## config.mk

```make
export PLATFORM = sky130hd
export DESIGN_NAME = accum_seq
export DESIGN_NICKNAME = d
export VERILOG_FILES = /design/src/rtl/accum_seq_pkg.sv /design/src/rtl/accumlator.sv /design/src/rtl/accum_seq.sv
export SDC_FILE = /design/constraint.sdc
export NUM_CORES = 1
export LEC_CHECK = 0
export ABC_AREA = 1
export CORE_MARGIN = 3
export CORE_UTILIZATION = 29
export DETAILED_ROUTE_END_ITERATION = 16
export SYNTH_ARGS = -nofsm -noshare
export SYNTH_HDL_FRONTEND = slang
export SYNTH_SLANG_ARGS = --single-unit
```

## constraint.sdc

```tcl
create_clock -name clk -period 1.8 [get_ports clk]
set_input_delay 0.27 -clock clk [delete_from_list [all_inputs] [get_ports clk]]
set_output_delay 0.27 -clock clk [all_outputs]
set_load 0.05 [all_outputs]
```

## src/rtl/accum_seq_pkg.sv

```systemverilog
// accum_seq_pkg: shared state encoding and default widths for the accumulation sequencer
//   state_e   : INIT, IDLE, CLEAR, ACCUM, RESULT
//   DEF_WIDTH : default operand/result width
//   DEF_LEN_W : default job length field width
package accum_seq_pkg;
  typedef enum logic [2:0] {INIT, IDLE, CLEAR, ACCUM, RESULT} state_e;
  localparam int DEF_WIDTH = 32;
  localparam int DEF_LEN_W = 8;
endpackage

```

## src/rtl/accumlator.sv

```systemverilog
// accumlator: running-sum register with synchronous clear
//   clk    : clock
//   reset  : synchronous clear, wins over enable
//   enable : add in to the running sum this cycle
//   in     : operand
//   out    : running sum, wraps modulo 2^WIDTH
module accumlator #(
  parameter int WIDTH = 32
) (
  input  logic             clk,
  input  logic             reset,
  input  logic             enable,
  input  logic [WIDTH-1:0] in,
  output logic [WIDTH-1:0] out
);
  logic [WIDTH-1:0] out_q, out_d;
  always_comb out_d = reset ? '0 : enable ? out_q + in : out_q;
  always_ff @(posedge clk) out_q <= out_d;
  assign out = out_q;
endmodule

```

## src/rtl/accum_seq.sv

```systemverilog
// accum_seq: job sequencer that sums exactly cmd_len streamed operands into a valid/ready result
//   clk, reset_n         : clock, async active-low reset
//   cmd_valid/ready/len  : job command handshake and operand count (0 legal)
//   abort                : drop the current job and return through INIT
//   in_valid/ready/data  : operand stream
//   res_valid/ready/data : job sum handshake
//   busy                 : high whenever not IDLE
module accum_seq
  import accum_seq_pkg::*;
#(
  parameter int WIDTH = DEF_WIDTH,
  parameter int LEN_W = DEF_LEN_W
) (
  input  logic             clk,
  input  logic             reset_n,
  input  logic             cmd_valid,
  output logic             cmd_ready,
  input  logic [LEN_W-1:0] cmd_len,
  input  logic             abort,
  input  logic             in_valid,
  output logic             in_ready,
  input  logic [WIDTH-1:0] in_data,
  output logic             res_valid,
  input  logic             res_ready,
  output logic [WIDTH-1:0] res_data,
  output logic             busy
);
  state_e state_q, state_d;
  logic [LEN_W-1:0] rem_q, rem_d;
  logic acc_clr, acc_en;
  assign cmd_ready = state_q == IDLE && !abort;
  assign in_ready  = state_q == ACCUM && !abort;
  assign res_valid = state_q == RESULT;
  assign busy      = state_q != IDLE;
  assign acc_clr   = state_q == INIT || state_q == CLEAR;
  assign acc_en    = in_valid && in_ready;
  always_comb begin
    state_d = state_q;
    rem_d = rem_q;
    case (state_q)
      INIT: state_d = IDLE;
      IDLE: begin
        if (abort) state_d = INIT;
        else if (cmd_valid) begin
          state_d = CLEAR;
          rem_d = cmd_len;
        end
      end
      CLEAR: state_d = abort ? INIT : rem_q != '0 ? ACCUM : RESULT;
      ACCUM: begin
        if (abort) state_d = INIT;
        else if (in_valid) begin
          rem_d = rem_q - LEN_W'(1);
          if (rem_q == LEN_W'(1)) state_d = RESULT;
        end
      end
      RESULT: state_d = abort ? INIT : res_ready ? IDLE : RESULT;
      default: state_d = INIT;
    endcase
  end
  always_ff @(posedge clk or negedge reset_n)
    if (!reset_n) begin
      state_q <= INIT;
      rem_q <= '0;
    end else begin
      state_q <= state_d;
      rem_q <= rem_d;
    end
  accumlator #(.WIDTH(WIDTH)) u_acc (
    .clk(clk),
    .reset(acc_clr),
    .enable(acc_en),
    .in(in_data),
    .out(res_data)
  );
endmodule

```

==> impl_metrics.env, run 1 <==
export IMPL_areaGrowthSynthToFinish_pct=58.8
export IMPL_switching_power_w=0.00362
export IMPL_tritoncts_clock_tree="built"
export IMPL_die_width_um=128
export IMPL_switch_share_pct=48.9
export IMPL_clock_path_buffers=2
export IMPL_peakVddDrop_mv=0.520
export IMPL_first_global_vias=4686
export IMPL_r2r_setup_slack_ns=0.008
export IMPL_gr_usage_all_layers_pct=16.7
export IMPL_sequentialPowerShare_pct=20.5
export IMPL_detail_route_drc_violations=0
export IMPL_largest_net_degree_at_the_start_of_global_routing=28
export IMPL_total_nets_after_synthesis=854
export IMPL_power_density_nw_per_um2=1080
export IMPL_finish_instance_area_um2=6860
export IMPL_firstDrtPassIters=5
export IMPL_cp_startpoint="u_acc.out[0]"
export IMPL_finalHoldViolCount=0
export IMPL_drt_iter0_markers=260
export IMPL_worst_r2r_endpoint="u_acc.out[24]"
export IMPL_critPathCaptureType="flop"
export IMPL_synth_cell_type_count=33
export IMPL_antenna_diode_count=0
export IMPL_cp_depth=12
export IMPL_yosys_most_used_dff="sky130_fd_sc_hd__dfxtp_1"
export IMPL_grt_first_pass_wirelength_mm=22.3
export IMPL_vias_per_cell=4.53
export IMPL_postSynth_asyncResetShare_pct=25.6
export IMPL_cp_top_family="simple AND/OR/NAND/NOR gates"
export IMPL_path_cells="ha_4 > fa_2 > nand3_2 > nand3_4 > nand2_2 > nand2_4 > nand3_2 > nand3_1 > nand2_1 > nand3_1 > nand2_1 > inv_1"
export IMPL_dpl_cell_area_um2=5960
export IMPL_final_core_area_utilization_pct=48.3
export IMPL_final_setup_tns_ns=0
export IMPL_cts_buffers_inserted=5
export IMPL_path_buf_inv=1
export IMPL_clock_tree_root_cell="sky130_fd_sc_hd__clkbuf_16"
export IMPL_cts_num_sinks=43
export IMPL_fillCellCount=1477
export IMPL_timing_fmax_mhz=558
export IMPL_period_minus_slack_ns=1.79
export IMPL_m1WireLength_mm=7.03
export IMPL_synth_enable_flop_cells=0
export IMPL_reg2regPathDepth=12
export IMPL_seq_area_frac_synth_pct=21.2
export IMPL_timing_critical_path_to="u_acc.out[24]"
export IMPL_clk_lat_worst_skew_ns=0.30
export IMPL_ys_seq_elements=43
export IMPL_max_slew_margin_pct=64.3
export IMPL_routabilityCongestion=0.948
export IMPL_timing_critical_path_arrival_ns=1.99
export IMPL_dr_wl_met3_um=711
export IMPL_fin_total_pwr_w=0.00739
export IMPL_detail_route_antenna_nets=0
export IMPL_timing_max_transition_violations_final=0
export IMPL_type_of_the_tightest_min_delay_check="primary input to async pin"
export IMPL_criticalPathCategory="flop to flop"
export IMPL_syn_instance_count=774
export IMPL_synthesis_area_per_instance_um2=5.58
export IMPL_total_of_buffers_placed_on_input_and_output_ports=81
export IMPL_number_of_placement_rows=43
export IMPL_final_nets=1018
export IMPL_setup_viol_count_final=0
export IMPL_timing_worst_slew_pin_value_ns=0.534
export IMPL_fp_dieH_um=128
export IMPL_rsz0062_at_grt="yes"
export IMPL_yosys_warnings=0
export IMPL_route_final_wire_length_mm=14.2
export IMPL_path_max_fanout=4
export IMPL_count_of_max_cap_constraint_violations=0
export IMPL_layout_cells_sized_above_1_pct=30.1
export IMPL_design_portCount=82
export IMPL_holdWs_ns=0.317
export IMPL_via_count=5069
export IMPL_final_period_utilization_pct=99.5
export IMPL_mappedNetlistArea_um2=4320
export IMPL_grt_remaining_overflow=0
export IMPL_cts_clk_slew_worst_paths_ns=0.07
export IMPL_die_area_um2=16400
export IMPL_drt_wirelength_per_cell_um=12.7
export IMPL_comb_power_share_pct=66.4
export IMPL_status="finished, final reports clean"
export IMPL_cpPeakStageDelay_ns=0.38
export IMPL_startpoint_of_the_most_critical_register_to_register_path="u_acc.out[0]"
export IMPL_cpMaxStageDelayCell="sky130_fd_sc_hd__fa_2"
export IMPL_antenna_found_initial=0
export IMPL_routed_wl_met2_mm=6.34
export IMPL_top_layer="met4"
export IMPL_p_leak_nw=3.86
export IMPL_cellInternalPower_w=0.00377
export IMPL_critical_path_required_ns=2.00
export IMPL_h_tree_lvl_count=2
export IMPL_skew_ns=0.00893
export IMPL_worst_setup_path_start_kind="flop"
export IMPL_area_of_the_core_um2=14200
export IMPL_hpwl_mm=10.9
export IMPL_initial_utilization_pct=30.4
export IMPL_p_clk_share_pct=13.1
==> synth_stat cells (3+ instances only) <==
library cell	count	area, um2
sky130_fd_sc_hd__nand2_1	251	942
sky130_fd_sc_hd__o21bai_1	3	22.5
sky130_fd_sc_hd__clkbuf_1	3	11.3
sky130_fd_sc_hd__xnor2_1	4	35.0
sky130_fd_sc_hd__nor3_1	10	50.1
sky130_fd_sc_hd__dfrtp_1	11	275
sky130_fd_sc_hd__inv_2	3	11.3
sky130_fd_sc_hd__nand4_1	5	31.3
sky130_fd_sc_hd__nor2_1	108	405
sky130_fd_sc_hd__a21oi_1	30	150
sky130_fd_sc_hd__dfxtp_1	32	641
sky130_fd_sc_hd__xor2_1	10	87.6
sky130_fd_sc_hd__buf_6	3	33.8
sky130_fd_sc_hd__ha_1	33	413
sky130_fd_sc_hd__o21ai_1	11	55.1
sky130_fd_sc_hd__o22ai_1	4	25.0
sky130_fd_sc_hd__inv_1	163	612
sky130_fd_sc_hd__nand3_1	50	250
sky130_fd_sc_hd__o21ai_0	19	95.1
==> cells by family (layout without fill, tap and decap cells) <==
group                    after synthesis  after routing  share of synthesized area, %
XOR/XNOR                              14             14                          2.84
buffers and inverters                177            342                          16.1
AO/OA/AOI/OAI                         74             74                          9.21
flip-flops                            43             43                          21.2
adder cells (fa/ha/maj)               34             34                          10.0
AND/OR/NAND/NOR                      432            432                          40.6
==> sequential cells by signal, indices dropped and copies added (netlist names) <==
name       count
u_acc.out     32
state_q        3
rem_q          8
==> through the flow <==
step,instances,setup WS [ns]
global route,1119,-0.0714
detailed placement,1109,-0.522
CTS,1118,-0.0201
finish,1119,0.00816
floorplan,774,0.00121
global placement,1109,-0.512
==> final cells by class <==
cell class	count	area, um2	share of cell area, %
timing repair buffer	167	1490	21.6
inverter	167	627	9.14
multi-input combinational	554	3420	49.9
clock inverter	3	25.0	0.365
sequential	43	952	13.9
clock buffer	5	125	1.82
tap	180	225	3.28
==> worst min-delay path by stage <==
stage / start / endpoint / slack, ns
5_1_grt: reset_n / rem_q[0] / 0.36
6_report: reset_n / rem_q[5] / 0.32
3_5_place_dp: u_acc.out[18] / u_acc.out[18] / 0.53
3_3_place_gp: rem_q[6] / rem_q[6] / 0.53
2_1_floorplan: reset_n / rem_q[0] / -0.03
4_1_cts: reset_n / rem_q[7] / 0.34
==> power groups by stage <==
stage               clock network [W]  logic [W]  registers [W]
floorplan                           0    0.00216        0.00198
global placement                    0    0.00433        0.00147
detailed placement                  0    0.00434        0.00147
CTS                           0.00101    0.00458        0.00148
global route                  0.00105    0.00538        0.00155
finish                       0.000971    0.00491        0.00151
==> metal layers <==
metal  vias to the layer above  global-route usage [%]
met5                         -                       0
met1                      2241                    23.9
li1                       2686                       -
met2                       133                    26.6
met4                         0                    3.06
met3                         9                    2.67
==> cells in the final DEF, fill, tap and decap left out, types with 5 or more instances in the layout <==
cell type                         synthesis  routed
sky130_fd_sc_hd__inv_2                    3       8
sky130_fd_sc_hd__ha_4                     0      27
sky130_fd_sc_hd__buf_12                   0       6
sky130_fd_sc_hd__buf_4                    2     112
sky130_fd_sc_hd__nand3_2                  0       6
sky130_fd_sc_hd__nand2_4                  0       5
sky130_fd_sc_hd__a21oi_1                 30      16
sky130_fd_sc_hd__nor2_2                   0      15
sky130_fd_sc_hd__clkbuf_16                0       5
sky130_fd_sc_hd__dfxtp_2                  0      26
sky130_fd_sc_hd__nand3_1                 50      40
sky130_fd_sc_hd__nand2_1                251     214
sky130_fd_sc_hd__a21oi_2                  0      13
sky130_fd_sc_hd__dlymetal6s2s_1           0      16
sky130_fd_sc_hd__clkdlybuf4s50_1          0      26
sky130_fd_sc_hd__xor2_1                  10      10
sky130_fd_sc_hd__nor3_1                  10       5
sky130_fd_sc_hd__nor2_4                   2       7
sky130_fd_sc_hd__nand4_1                  5       5
sky130_fd_sc_hd__o21ai_0                 19      17
sky130_fd_sc_hd__inv_1                  163     158
sky130_fd_sc_hd__nand2_2                  1      33
sky130_fd_sc_hd__dfrtp_1                 11      11
sky130_fd_sc_hd__o21ai_1                 11      12
sky130_fd_sc_hd__dfxtp_1                 32       5
sky130_fd_sc_hd__dlygate4sd2_1            0       6
sky130_fd_sc_hd__nor2_1                 108      88
sky130_fd_sc_hd__ha_1                    33       5
==> timing repair <==
item,4_1_cts,5_1_grt
gates cloned,0,0
buffers inserted,1,1
pin swaps,18,26
resized for setup,60,100
setup endpoints to repair,24,28
hold endpoints to repair,0,0
hold buffers,0,0
No activity file was read; power rests on OpenSTA's default activity.
==> run 2: changes to the inputs <==
- PLACE_DENSITY: unset -> 0.6
==> results of run 2 <==
Final layout, timing and power as in run 1 (identical DEF).
